**config.mk**
```make
export PLATFORM = sky130hd
export DESIGN_NAME = sfr_access_bridge
export DESIGN_NICKNAME = d
export VERILOG_FILES = /design/src/rtl/sfr_access_bridge.sv
export SDC_FILE = /design/constraint.sdc
export NUM_CORES = 1
export LEC_CHECK = 0
export ABC_AREA = 1
export CORE_MARGIN = 2
export CORE_UTILIZATION = 53
export CTS_CLUSTER_DIAMETER = 80
export DETAILED_ROUTE_END_ITERATION = 16
export MAX_ROUTING_LAYER = met4
export PLACE_DENSITY = 0.91
export SETUP_SLACK_MARGIN = 0.4
export SYNTH_ARGS = -nofsm -noshare
export SYNTH_HDL_FRONTEND = slang
export SYNTH_SLANG_ARGS = --single-unit
export TNS_END_PERCENT = 5
```
**constraint.sdc**
```tcl
create_clock -name clk -period 3 [get_ports clk]
set_clock_uncertainty 0.15 [all_clocks]
set_input_delay 0.45 -clock clk [delete_from_list [all_inputs] [get_ports clk]]
set_output_delay 0.45 -clock clk [all_outputs]
set_load 0.01 [all_outputs]
```
**src/rtl/sfr_access_bridge.sv**
```systemverilog
// sfr_access_bridge: buffers register-access requests in a FIFO and issues
// them one at a time as single-cycle SFR strobes, returning one response each.
module sfr_access_bridge #(
  parameter int DEPTH        = 4,
  parameter int READ_LATENCY = 1
) (
  input  logic                       clk,
  input  logic                       rst_n,
  input  logic                       req_valid,
  output logic                       req_ready,
  input  logic                       req_write,
  input  logic [31:0]                req_data,
  output logic                       rsp_valid,
  input  logic                       rsp_ready,
  output logic [31:0]                rsp_data,
  output logic                       rsp_error,
  output logic                       write,
  output logic [31:0]                write_data,
  output logic                       read,
  input  logic [31:0]                read_data,
  input  logic                       error,
  output logic [$clog2(DEPTH+1)-1:0] fifo_level
);
  localparam int AW = $clog2(DEPTH);
  localparam int LW = $clog2(DEPTH+1);
  localparam int CW = $clog2(READ_LATENCY+1);

  typedef enum logic [1:0] {IDLE, ISSUE, WAIT, RESP} state_t;

  state_t         state_q, state_d;
  logic [32:0]    mem_q [DEPTH];
  logic [AW-1:0]  wr_ptr_q, rd_ptr_q;
  logic [LW-1:0]  level_q;
  logic [CW-1:0]  cnt_q, cnt_d;
  logic           op_write_q, op_write_d;
  logic           write_q, write_d, read_q, read_d;
  logic [31:0]    write_data_q, write_data_d;
  logic           rsp_valid_q, rsp_valid_d, rsp_error_q, rsp_error_d;
  logic [31:0]    rsp_data_q, rsp_data_d;
  logic           push, pop, empty;
  logic [32:0]    head;

  assign req_ready  = level_q != LW'(DEPTH);
  assign empty      = level_q == '0;
  assign push       = req_valid && req_ready;
  assign head       = mem_q[rd_ptr_q];
  assign fifo_level = level_q;
  assign write      = write_q;
  assign read       = read_q;
  assign write_data = write_data_q;
  assign rsp_valid  = rsp_valid_q;
  assign rsp_data   = rsp_data_q;
  assign rsp_error  = rsp_error_q;

  always_comb begin
    state_d      = state_q;
    pop          = 1'b0;
    cnt_d        = cnt_q;
    op_write_d   = op_write_q;
    write_d      = 1'b0;
    read_d       = 1'b0;
    write_data_d = '0;
    rsp_valid_d  = rsp_valid_q;
    rsp_data_d   = rsp_data_q;
    rsp_error_d  = rsp_error_q;
    case (state_q)
      IDLE:  pop = !empty;
      ISSUE: begin
        state_d = WAIT;
        cnt_d   = CW'(1);
      end
      WAIT:  if (cnt_q == CW'(READ_LATENCY)) begin
        state_d     = RESP;
        rsp_valid_d = 1'b1;
        rsp_error_d = error;
        rsp_data_d  = op_write_q ? '0 : read_data;
      end else cnt_d = cnt_q + CW'(1);
      RESP:  if (rsp_ready) begin
        rsp_valid_d = 1'b0;
        pop         = !empty;
        state_d     = IDLE;
      end
    endcase
    // A pop always launches the strobe for the head entry in the next cycle.
    if (pop) begin
      state_d      = ISSUE;
      op_write_d   = head[32];
      write_d      = head[32];
      read_d       = !head[32];
      write_data_d = head[32] ? head[31:0] : '0;
    end
  end

  always_ff @(posedge clk) if (push) mem_q[wr_ptr_q] <= {req_write, req_data};

  always_ff @(posedge clk or negedge rst_n) begin
    if (!rst_n) begin
      state_q      <= IDLE;
      wr_ptr_q     <= '0;
      rd_ptr_q     <= '0;
      level_q      <= '0;
      cnt_q        <= '0;
      op_write_q   <= 1'b0;
      write_q      <= 1'b0;
      read_q       <= 1'b0;
      write_data_q <= '0;
      rsp_valid_q  <= 1'b0;
      rsp_data_q   <= '0;
      rsp_error_q  <= 1'b0;
    end else begin
      state_q      <= state_d;
      cnt_q        <= cnt_d;
      op_write_q   <= op_write_d;
      write_q      <= write_d;
      read_q       <= read_d;
      write_data_q <= write_data_d;
      rsp_valid_q  <= rsp_valid_d;
      rsp_data_q   <= rsp_data_d;
      rsp_error_q  <= rsp_error_d;
      if (push) wr_ptr_q <= wr_ptr_q + AW'(1);
      if (pop) rd_ptr_q <= rd_ptr_q + AW'(1);
      if (push && !pop) level_q <= level_q + LW'(1);
      else if (pop && !push) level_q <= level_q - LW'(1);
    end
  end
endmodule

```
==> results of run 1 <==
[kinds of logic (layout without fill, tap and decap cells)]
family | count (synthesis) | after routing | share of synthesized area, %
AND/OR/NAND/NOR | 401 | 401 | 18.8
buffers and inverters | 163 | 323 | 8.33
flip-flops | 211 | 211 | 68.6
adder cells (fa/ha/maj) | 11 | 11 | 1.68
XOR/XNOR | 4 | 4 | 0.404
AO/OA/AOI/OAI | 37 | 37 | 2.18
[stage by stage]
step	cells	total power [mW]	hold WS [ns]	setup slack [ns]	area (um2)
floorplan	827	6.61	0.00441	0.197	8660
global placement	1163	7.83	0.314	0.539	10300
detailed placement	1163	8.02	0.314	0.443	10300
CTS	1203	10.8	0.329	0.612	11000
global route	1203	11.3	0.344	0.417	11000
finish	1203	10.7	0.326	0.621	11000
[final cells by class]
| type | count | area, um2 | share of cell area [%] |
|---|---|---|---|
| Clock buffer | 34 | 647 | 5.88 |
| Clock inverter | 5 | 72.6 | 0.659 |
| Inverter | 128 | 483 | 4.39 |
| Multi-Input combinational cell | 453 | 2030 | 18.4 |
| Sequential cell | 211 | 5940 | 54.0 |
| Tap cell | 216 | 270 | 2.46 |
| Timing Repair Buffer | 156 | 1560 | 14.2 |
[worst min-delay path, cell delays in order (launching register included)]
cell     delay, ns
dfrtp_1       0.34
nand2_1       0.05
nand2_1       0.05
[worst paths after layout]
kind                                 end  slack (ns)  depth (start not counted)
max                        fifo_level[2]        0.62                         11
min                            rsp_error        0.33                          2
max reg2reg                fifo_level[2]        0.62                         11
min reg2reg                    rsp_error        0.33                          2
max in group asynchronous    rd_ptr_q[0]        1.74                          3
min in group asynchronous   rsp_data[19]        0.36                          2
[repair_timing]
item / 4_1_cts / 5_1_grt
buffers inserted: 0 / 0
hold buffers: 1 / 0
endpoints found under the setup margin: 0 / 0
hold endpoints to repair: 42 / 0
[where the power goes]
group          internal [mW]  total (mW)  switching, mW
clock                   1.65        2.68           1.04
combinational           1.45        3.82           2.37
sequential              3.86        4.20          0.335
total                   6.96        10.7           3.74
[layer usage]
layer / share of wire, % / up-vias / GRT usage, %
met2: 51 / 292 / 39.9
met5: 0 / - / -
li1: - / 2861 / -
met4: 2.4 / 0 / 8.15
met1: 39 / 2876 / 26.7
met3: 7.7 / 47 / 3.84
[Yosys cell counts]
cell type,count
clkbuf_1,10
a32oi_1,1
nor2_2,29
buf_8,1
edfxtp_1,132
buf_1,1
inv_1,126
xnor2_1,2
buf_2,11
buf_4,2
nand3_1,39
nand4_1,1
buf_6,10
inv_2,1
ha_1,10
o21ai_0,36
inv_4,1
fa_1,1
nor2_1,13
xor2_1,2
dfrtp_1,79
nand2_1,318
nand2_2,1
[flip-flops by register name, indices dropped and copies added, names as in the netlist, 2 cells and up]
name,count
write_data,32
state_q,2
mem_q,132
wr_ptr_q,2
rd_ptr_q,2
rsp_data,32
fifo_level,3
==> results.tsv, run 1 <==
stage	metric	value	unit
route	DRT iter0 DRCs	476	
cells_and_area	commonest non-fill, non-tap cells in the layout	nand2_1, clkdlybuf4s50_1, edfxtp_1	
synthesis	Post-Syn Nets	908	
critical_path	Critical Path RT	3.26	ns
floorplan	Die X	132	um
synthesis	Mapped Area	8660	um2
clocking	CTS sink cnt	211	
cells_and_area	Nets	1053	
cells_and_area	synthesis-to-finish area growth	27.1	%
sta	max_slew headroom	37.7	%
floorplan	number of placed I/O pins	142	
synthesis	Synth Warn #	0	
sta	crit path time final	2.38	ns
critical_path	nature of the critical path startpoint	flip-flop	
route	DRT Pass-1 Iters	5	
sta	transition time of the tightest slew-check pin	0.933	ns
clocking	Num CTS Buffers	22	
grt	GRT Resource Usage Total	22.8	%
route	Avg Vias per Cell	5.05	
sta	RSZ-0062 raised after global routing	false	
critical_path	slowest CP cell	dfrtp_1	
synthesis	most area-hungry cell type in the Yosys netlist	edfxtp_1	
synthesis	Yosys reg bits	211	
route	via count	6076	
grt	first-pass GRT wire length	30600	um
clocking	clock root buffer	clkbuf_16	
route	wire per inst	15.8	um
job	max cap viols	0	
sta	Slew Limit Fails	0	
floorplan	Die Ht	132	um
grt	initial antenna violation count	0	
critical_path	Critical Path Source	state_q[0]	
critical_path	worst path bufs/invs	4	
cells_and_area	Antenna diodes	0	
cells_and_area	Fillers	1089	
floorplan	standard-cell row count	46	
route	antenna-violating nets left	0	
critical_path	Worst setup EP type	flip-flop	
place	DP HPWL	12000	um
critical_path	CP top delay family	adder cells	
critical_path	Reg-to-Reg Start	state_q[0]	
synthesis	post-synth cell types	23	
synthesis	post-synthesis sequential area ratio	68.6	%
power_and_ir_drop	VDD IR-drop max	0.490	mV
clocking	htree depth	1	
power_and_ir_drop	Cell Pwr Density	972	nW/um2
critical_path	critical-path cell list	inv_1 -> ha_1 -> inv_1 -> nand3_1 -> ha_1 -> inv_1 -> fa_1 -> inv_1 -> nand2_1 -> nand3_1 -> xor2_1	
route	final wirelength	19000	um
floorplan	Starting Density	54.3	%
clocking	post-cts sizing count	0	
cells_and_area	commonest non-fill, non-tap cell in the layout	nand2_1	
critical_path	CP dominant cell by count	inv_1	
synthesis	Syn Inst Count	827	
place	RePlAce Congestion	0.837	
clocking	Clock Latency Late Sink	0.50	ns
cells_and_area	share of cells above drive strength 1	8.21	%
power_and_ir_drop	P_leak	5.02	nW
critical_path	CP max FO	8	
synthesis	Synth top area share	45.8	%
sta	Max Freq	420	MHz
place	port bufs	141	
hold_path	HP Class	flip-flop to flip-flop	
critical_path	largest stage delay on the critical path	0.42	ns
floorplan	Core Area	15900	um2
critical_path	Worst Path Class, Setup	flip-flop to flip-flop	
clocking	CTS tree	done	
critical_path	Worst Path Arrival	2.64	ns
cells_and_area	Util after Layout	69.0	%
synthesis	mean post-synth cell area	10.5	um2
grt	pin count of the biggest net entering global routing	66	
sta	total negative slack	0	ns
grt	vias in the first global route	6261	
clocking	maximum root-to-sink buffer count	3	
status	outcome	finished clean	
sta	Tcrit/Tclk final	79.3	%
sta	Final setup viols	0	
hold_path	min-delay src	rsp_error	
synthesis	main area contributors after synthesis	edfxtp_1, dfrtp_1, nand2_1, inv_1, nand3_1	
route	drt drc	0	
grt	global route overflow	0	
clocking	clk slew on worst S/H paths	0.05	ns
sta	Final Hold Violating Endpoints	0	
floorplan	Die Footprint	17400	um2
Power figures use the tool's default switching activity.
==> inputs of run 2 (changes only) <==
Clock period 3 ns to 2.3 ns, I/O delays scaled along.
==> run 2 against run 1 <==
Sequential cell count did not move. Hold slack got worse by 0.13 ns. Sequential power rose by 29%. Non-clock buffer count rose by 17. Clock power rose by 42%. Routed wire length rose by 5.3%. Utilization rose by 2.1 points. Final cell count rose by 1.5%. Setup slack got worse by 0.36 ns. Design area rose by 3.1%. Count of clock-buffer cells in the layout fell by 7. Critical path type unchanged.
==> results.tsv, run 2 (same netlist as run 1, synthesis figures left out) <==
stage	metric	value	unit	change
status	outcome	finished clean		
critical_path	nature of the critical path startpoint	flip-flop		
clocking	clk slew on worst S/H paths	0.06	ns	about the same
sta	total negative slack	0	ns	unchanged
floorplan	Die Footprint	17400	um2	unchanged
route	via count	6090		+0.23%
critical_path	Worst Path Arrival	2.26	ns	-0.38 ns
floorplan	number of placed I/O pins	142		unchanged
power_and_ir_drop	VDD IR-drop max	0.775	mV	+58%
sta	Final Hold Violating Endpoints	0		unchanged
clocking	Num CTS Buffers	22		unchanged
floorplan	Starting Density	54.3	%	unchanged
grt	vias in the first global route	6363		+1.6%
critical_path	CP max FO	4		-4
sta	Tcrit/Tclk final	88.7	%	+9.4 points
critical_path	Worst setup EP type	flip-flop		
cells_and_area	synthesis-to-finish area growth	31.0	%	
place	RePlAce Congestion	0.780		-6.8%
route	DRT Pass-1 Iters	5		unchanged
cells_and_area	commonest non-fill, non-tap cell in the layout	nand2_1		
sta	RSZ-0062 raised after global routing	true		
route	drt drc	0		unchanged
clocking	CTS tree	done		
clocking	CTS sink cnt	211		unchanged
cells_and_area	Nets	1070		+1.6%
sta	Final setup viols	0		unchanged
clocking	maximum root-to-sink buffer count	3		unchanged
route	Avg Vias per Cell	4.99		-1.2%
sta	Slew Limit Fails	0		unchanged
critical_path	worst reg-to-reg setup slack	0.26	ns	-0.36 ns
cells_and_area	Fillers	1101		+1.1%
cells_and_area	commonest non-fill, non-tap cells in the layout	nand2_1, clkdlybuf4s50_1, edfxtp_1		
clocking	clock root buffer	clkbuf_16		
job	max cap viols	0		unchanged
grt	first-pass GRT wire length	31700	um	+3.6%
route	final wirelength	20000	um	+5.3%
floorplan	Die X	132	um	unchanged
power_and_ir_drop	P_leak	5.16	nW	+2.7%
critical_path	Critical Path RT	2.53	ns	-0.73 ns
sta	Max Freq	490	MHz	+17%
cells_and_area	post-route insts no fill	1221		+1.5%
place	DP HPWL	12700	um	+5.7%
sta	transition time of the tightest slew-check pin	0.454	ns	-0.479 ns
cells_and_area	share of cells above drive strength 1	12.6	%	+4.4 points
hold_path	HP Class	input port to asynchronous set/reset pin		
floorplan	Die Ht	132	um	unchanged
sta	crit path time final	2.04	ns	-0.340 ns
grt	initial antenna violation count	0		unchanged
grt	global route overflow	0		unchanged
critical_path	Worst Reg2Reg Path Length in Cells	10		-1
critical_path	Worst Path Class, Setup	flip-flop to flip-flop		
cells_and_area	Antenna diodes	0		unchanged
grt	GRT Resource Usage Total	23.8	%	+1.0 points
place	port bufs	141		unchanged
route	wire per inst	16.4	um	+3.7%
cells_and_area	Seq. cell area	5950	um2	about the same
route	antenna-violating nets left	0		unchanged
power_and_ir_drop	Cell Pwr Density	1300	nW/um2	+34%
cells_and_area	most flop-heavy register	mem_q		
clocking	Clock Latency Late Sink	0.50	ns	about the same
cells_and_area	area of the multi-input gates	2100	um2	+3.3%
floorplan	Core Area	15900	um2	unchanged
floorplan	standard-cell row count	46		unchanged
grt	pin count of the biggest net entering global routing	67		+1.5%
route	DRT iter0 DRCs	456		-4.2%
cells_and_area	max reg flops	132		unchanged
place	Inst Count DP	1170		+0.60%
sta	max_slew headroom	69.7	%	+32 points
sta	Hold Slack	0.201	ns	-0.126 ns
clocking	htree depth	1		unchanged
-- run 2: changes by cell type in the layout (fill, tap and decap cells not counted), moves of 4 or more --
cell | before | now
nand2_1 | 318 | 314
clkbuf_1 | 8 | 1
inv_2 | 1 | 6
buf_12 | 3 | 7
inv_1 | 126 | 120
buf_4 | 12 | 23
-- run 2: timing repair --
action	CTS	global route
setup endpoints to repair	23	62
gates resized for setup	5	8
endpoints found under the hold margin	31	0
pin swaps	4	7
buffers inserted	6	4
hold buffers	1	0
-- run 2: final cells by class --
type	instances	share of cell area, %
Sequential cell	211	52.4
Timing Repair Buffer	173	15.4
Multi-Input combinational cell	453	18.5
Tap cell	216	2.38
Inverter	128	4.30
Clock buffer	27	5.41
Clock inverter	13	1.63
-- run 2: through the flow --
stage	cell area, um2	power (mW)	setup slack (ns)	util (%)
floorplan	8750	8.75	0.348	-
global placement	10400	10.4	0.144	65.5
detailed placement	10400	10.7	0.0846	65.5
CTS	11300	14.7	0.287	70.9
global route	11300	15.6	0.194	71.2
finish	11300	14.7	0.261	71.2
-- run 2: final timing paths --
kind | startpoint | to
hold / removal | rst_n | write_data[7]
hold reg to reg | rsp_data[9] | rsp_data[9]
min in group clk | read_data[2] | rsp_data[2]
setup / recovery | state_q[1] | fifo_level[2]
setup reg to reg | state_q[1] | fifo_level[2]
max in group asynchronous | rst_n | write_data[3]
-- run 2: report_power, final --
| part | internal (mW) | switching, mW |
|---|---|---|
| registers | 5.04 | 0.394 |
| clock network | 2.37 | 1.44 |
| logic | 2.18 | 3.31 |
-- run 2: metal layers --
layer | track usage [%] | part of all wire, %
met1 | 27.1 | 38
met2 | 41.2 | 52
met3 | 4.77 | 7.8
met4 | 10.1 | 2.6
met5 | - | 0
-- run 2: critical path, cell delays in order (launching register included) --
cell and delay, ns:
dfrtp_2 0.43, ha_2 0.20, nand2_1 0.07, nand2_2 0.08, nand3_4 0.08, ha_4 0.13
inv_2 0.05, fa_2 0.41, nand2_2 0.09, nand3_2 0.08, xor2_1 0.15
==> inputs of run 3 (changes only) <==
Settings changed: REMOVE_ABC_BUFFERS from default to 1.
==> run 3 against run 2 <==
Fmax increased by 2.0%. Non-clock buffer count is 2 higher. Hold slack worse by 0.037 ns. Final cell count rose by 0.25%. Die area stayed put. Design area shrank 0.53%. Critical endpoint is now fifo_level[1]. Largest power group unchanged. Highest routed layer unchanged.
==> results.tsv, run 3 (same netlist as run 1, synthesis figures left out) <==
stage	metric	value	unit	change
route	DRT iter0 DRCs	386		-15%
cells_and_area	commonest non-fill, non-tap cell in the layout	nand2_1		
critical_path	nature of the critical path startpoint	flip-flop		
cells_and_area	area of the multi-input gates	2100	um2	-0.12%
route	wire per inst	16.0	um	-2.5%
place	pre-CTS WS	0.00755	ns	-0.0771 ns
floorplan	Core Area	15900	um2	unchanged
power_and_ir_drop	Cell Pwr Density	1300	nW/um2	+0.19%
clocking	CTS tree	done		
sta	crit path time final	2.00	ns	-0.0405 ns
sta	max_slew headroom	69.2	%	-0.58 points
grt	initial antenna violation count	0		unchanged
sta	transition time of the tightest slew-check pin	0.463	ns	+0.00871 ns
sta	RSZ-0062 raised after global routing	true		
grt	first-pass GRT wire length	31300	um	-1.3%
power_and_ir_drop	Final Power	14.7	mW	-0.34%
sta	Slew Limit Fails	0		unchanged
clocking	maximum root-to-sink buffer count	3		unchanged
hold_path	HP Class	input port to asynchronous set/reset pin		
cells_and_area	post-route insts no fill	1224		+0.25%
floorplan	Starting Density	54.3	%	unchanged
cells_and_area	share of cells above drive strength 1	12.3	%	-0.32 points
sta	Tcrit/Tclk final	86.9	%	-1.8 points
critical_path	Critical Path RT	1.80	ns	-0.73 ns
power_and_ir_drop	VDD IR-drop max	0.713	mV	-8.0%
floorplan	Die X	132	um	unchanged
grt	vias in the first global route	6256		-1.7%
cells_and_area	commonest non-fill, non-tap cells in the layout	nand2_1, clkdlybuf4s50_1, edfxtp_1		
sta	total negative slack	0	ns	unchanged
clocking	CTS sink cnt	211		unchanged
floorplan	Die Ht	132	um	unchanged
floorplan	Die Footprint	17400	um2	unchanged
job	max cap viols	0		unchanged
place	Placed Area	10300	um2	-1.1%
cells_and_area	synthesis-to-finish area growth	30.3	%	
cells_and_area	Fillers	1049		-4.7%
sta	Max Freq	500	MHz	+2.0%
critical_path	Worst Path Arrival	1.50	ns	-0.76 ns
grt	global route overflow	0		unchanged
clocking	Num CTS Buffers	22		unchanged
place	RePlAce Congestion	0.838		+7.5%
clocking	clock root buffer	clkbuf_16		
critical_path	Worst setup EP type	output pin		
route	antenna-violating nets left	0		unchanged
clocking	clk slew on worst S/H paths	0.06	ns	about the same
critical_path	Worst Path Class, Setup	flip-flop to output pin		
route	drt drc	0		unchanged
cells_and_area	Nets	1072		+0.19%
critical_path	CP max FO	2		-2
sta	Final Hold Violating Endpoints	0		unchanged
clocking	htree depth	1		unchanged
cells_and_area	most flop-heavy register	mem_q		
route	via count	6185		+1.6%
route	Avg Vias per Cell	5.05		+1.3%
cells_and_area	Final Instance Area	11300	um2	-0.53%
power_and_ir_drop	P_leak	5.14	nW	-0.44%
cells_and_area	Seq. cell area	5940	um2	about the same
route	DRT Pass-1 Iters	5		unchanged
route	final wirelength	19600	um	-2.2%
place	DP HPWL	12100	um	-4.7%
sta	Final setup viols	0		unchanged
place	port bufs	141		unchanged
floorplan	number of placed I/O pins	142		unchanged
cells_and_area	max reg flops	132		unchanged
sta	Final WS setup	0.301	ns	+0.0405 ns
status	outcome	finished clean		
clocking	Clock Latency Late Sink	0.50	ns	about the same
grt	pin count of the biggest net entering global routing	67		unchanged
place	Inst Count DP	1171		+0.085%
grt	GRT Resource Usage Total	23.2	%	-0.56 points
floorplan	standard-cell row count	46		unchanged
==> run 3: metrics by stage <==
| step | hold WS, ns | utilization, % |
|---|---|---|
| 3_5_place_dp | 0.143 | 64.8 |
| 3_3_place_gp | 0.140 | 64.8 |
| 5_1_grt | 0.200 | 70.8 |
| 2_1_floorplan | -0.101 | - |
| 4_1_cts | 0.155 | 70.1 |
| 6_report | 0.163 | 70.8 |
==> run 3: area by class of cell <==
type                       count  area share, %
timing repair buffer         175           15.1
tap                          216           2.39
clock inverter                12           1.51
clock buffer                  28           5.44
multi-input combinational    453           18.6
sequential                   211           52.7
antenna                        1         0.0222
inverter                     128           4.32
==> run 3: per-layer routing <==
metal  share of wire, %  wire length (um)  vias to the layer above  GRT usage [%]
li1                   -                 -                     2901              -
met1                 39              7650                     2913           26.8
met2                 50              9770                      312           40.1
met3                8.2              1600                       59           5.38
met4                2.8               540                        0           8.27
met5                  0                 0                        -              -
==> run 3: worst paths after layout <==
check                              start        endpoint  slack (ns)  depth (start not counted)
max in group asynchronous          rst_n  write_data[17]        1.23                          3
min reg2reg                        cnt_q           cnt_q        0.33                          2
min                                rst_n    rsp_data[26]        0.16                          2
max                        fifo_level[1]   fifo_level[1]        0.30                          2
min in group clk                   error       rsp_error        0.26                          3
max reg2reg                   state_q[0]   fifo_level[2]        0.32                         10
==> run 3: repair_timing <==
action | 4_1_cts | 5_1_grt
setup endpoints to repair | 24 | 82
hold buffers | 1 | 0
buffers inserted | 6 | 5
pin swaps | 2 | 9
endpoints found under the hold margin | 27 | 0
gates cloned | 0 | 0
resized for setup | 5 | 22
==> run 3: critical path: stages (launching register included) <==
cell and delay, ns:
dfrtp_1 0.35, buf_4 0.12, clkdlybuf4s50_1 0.53
==> run 3: report_power, final <==
group / total, mW / internal [mW] / switching, mW / leakage (nW)
Clock: 3.77 / 2.34 / 1.43 / 0.374
Sequential: 5.41 / 5.04 / 0.372 / 2.24
Combinational: 5.50 / 2.18 / 3.32 / 2.52
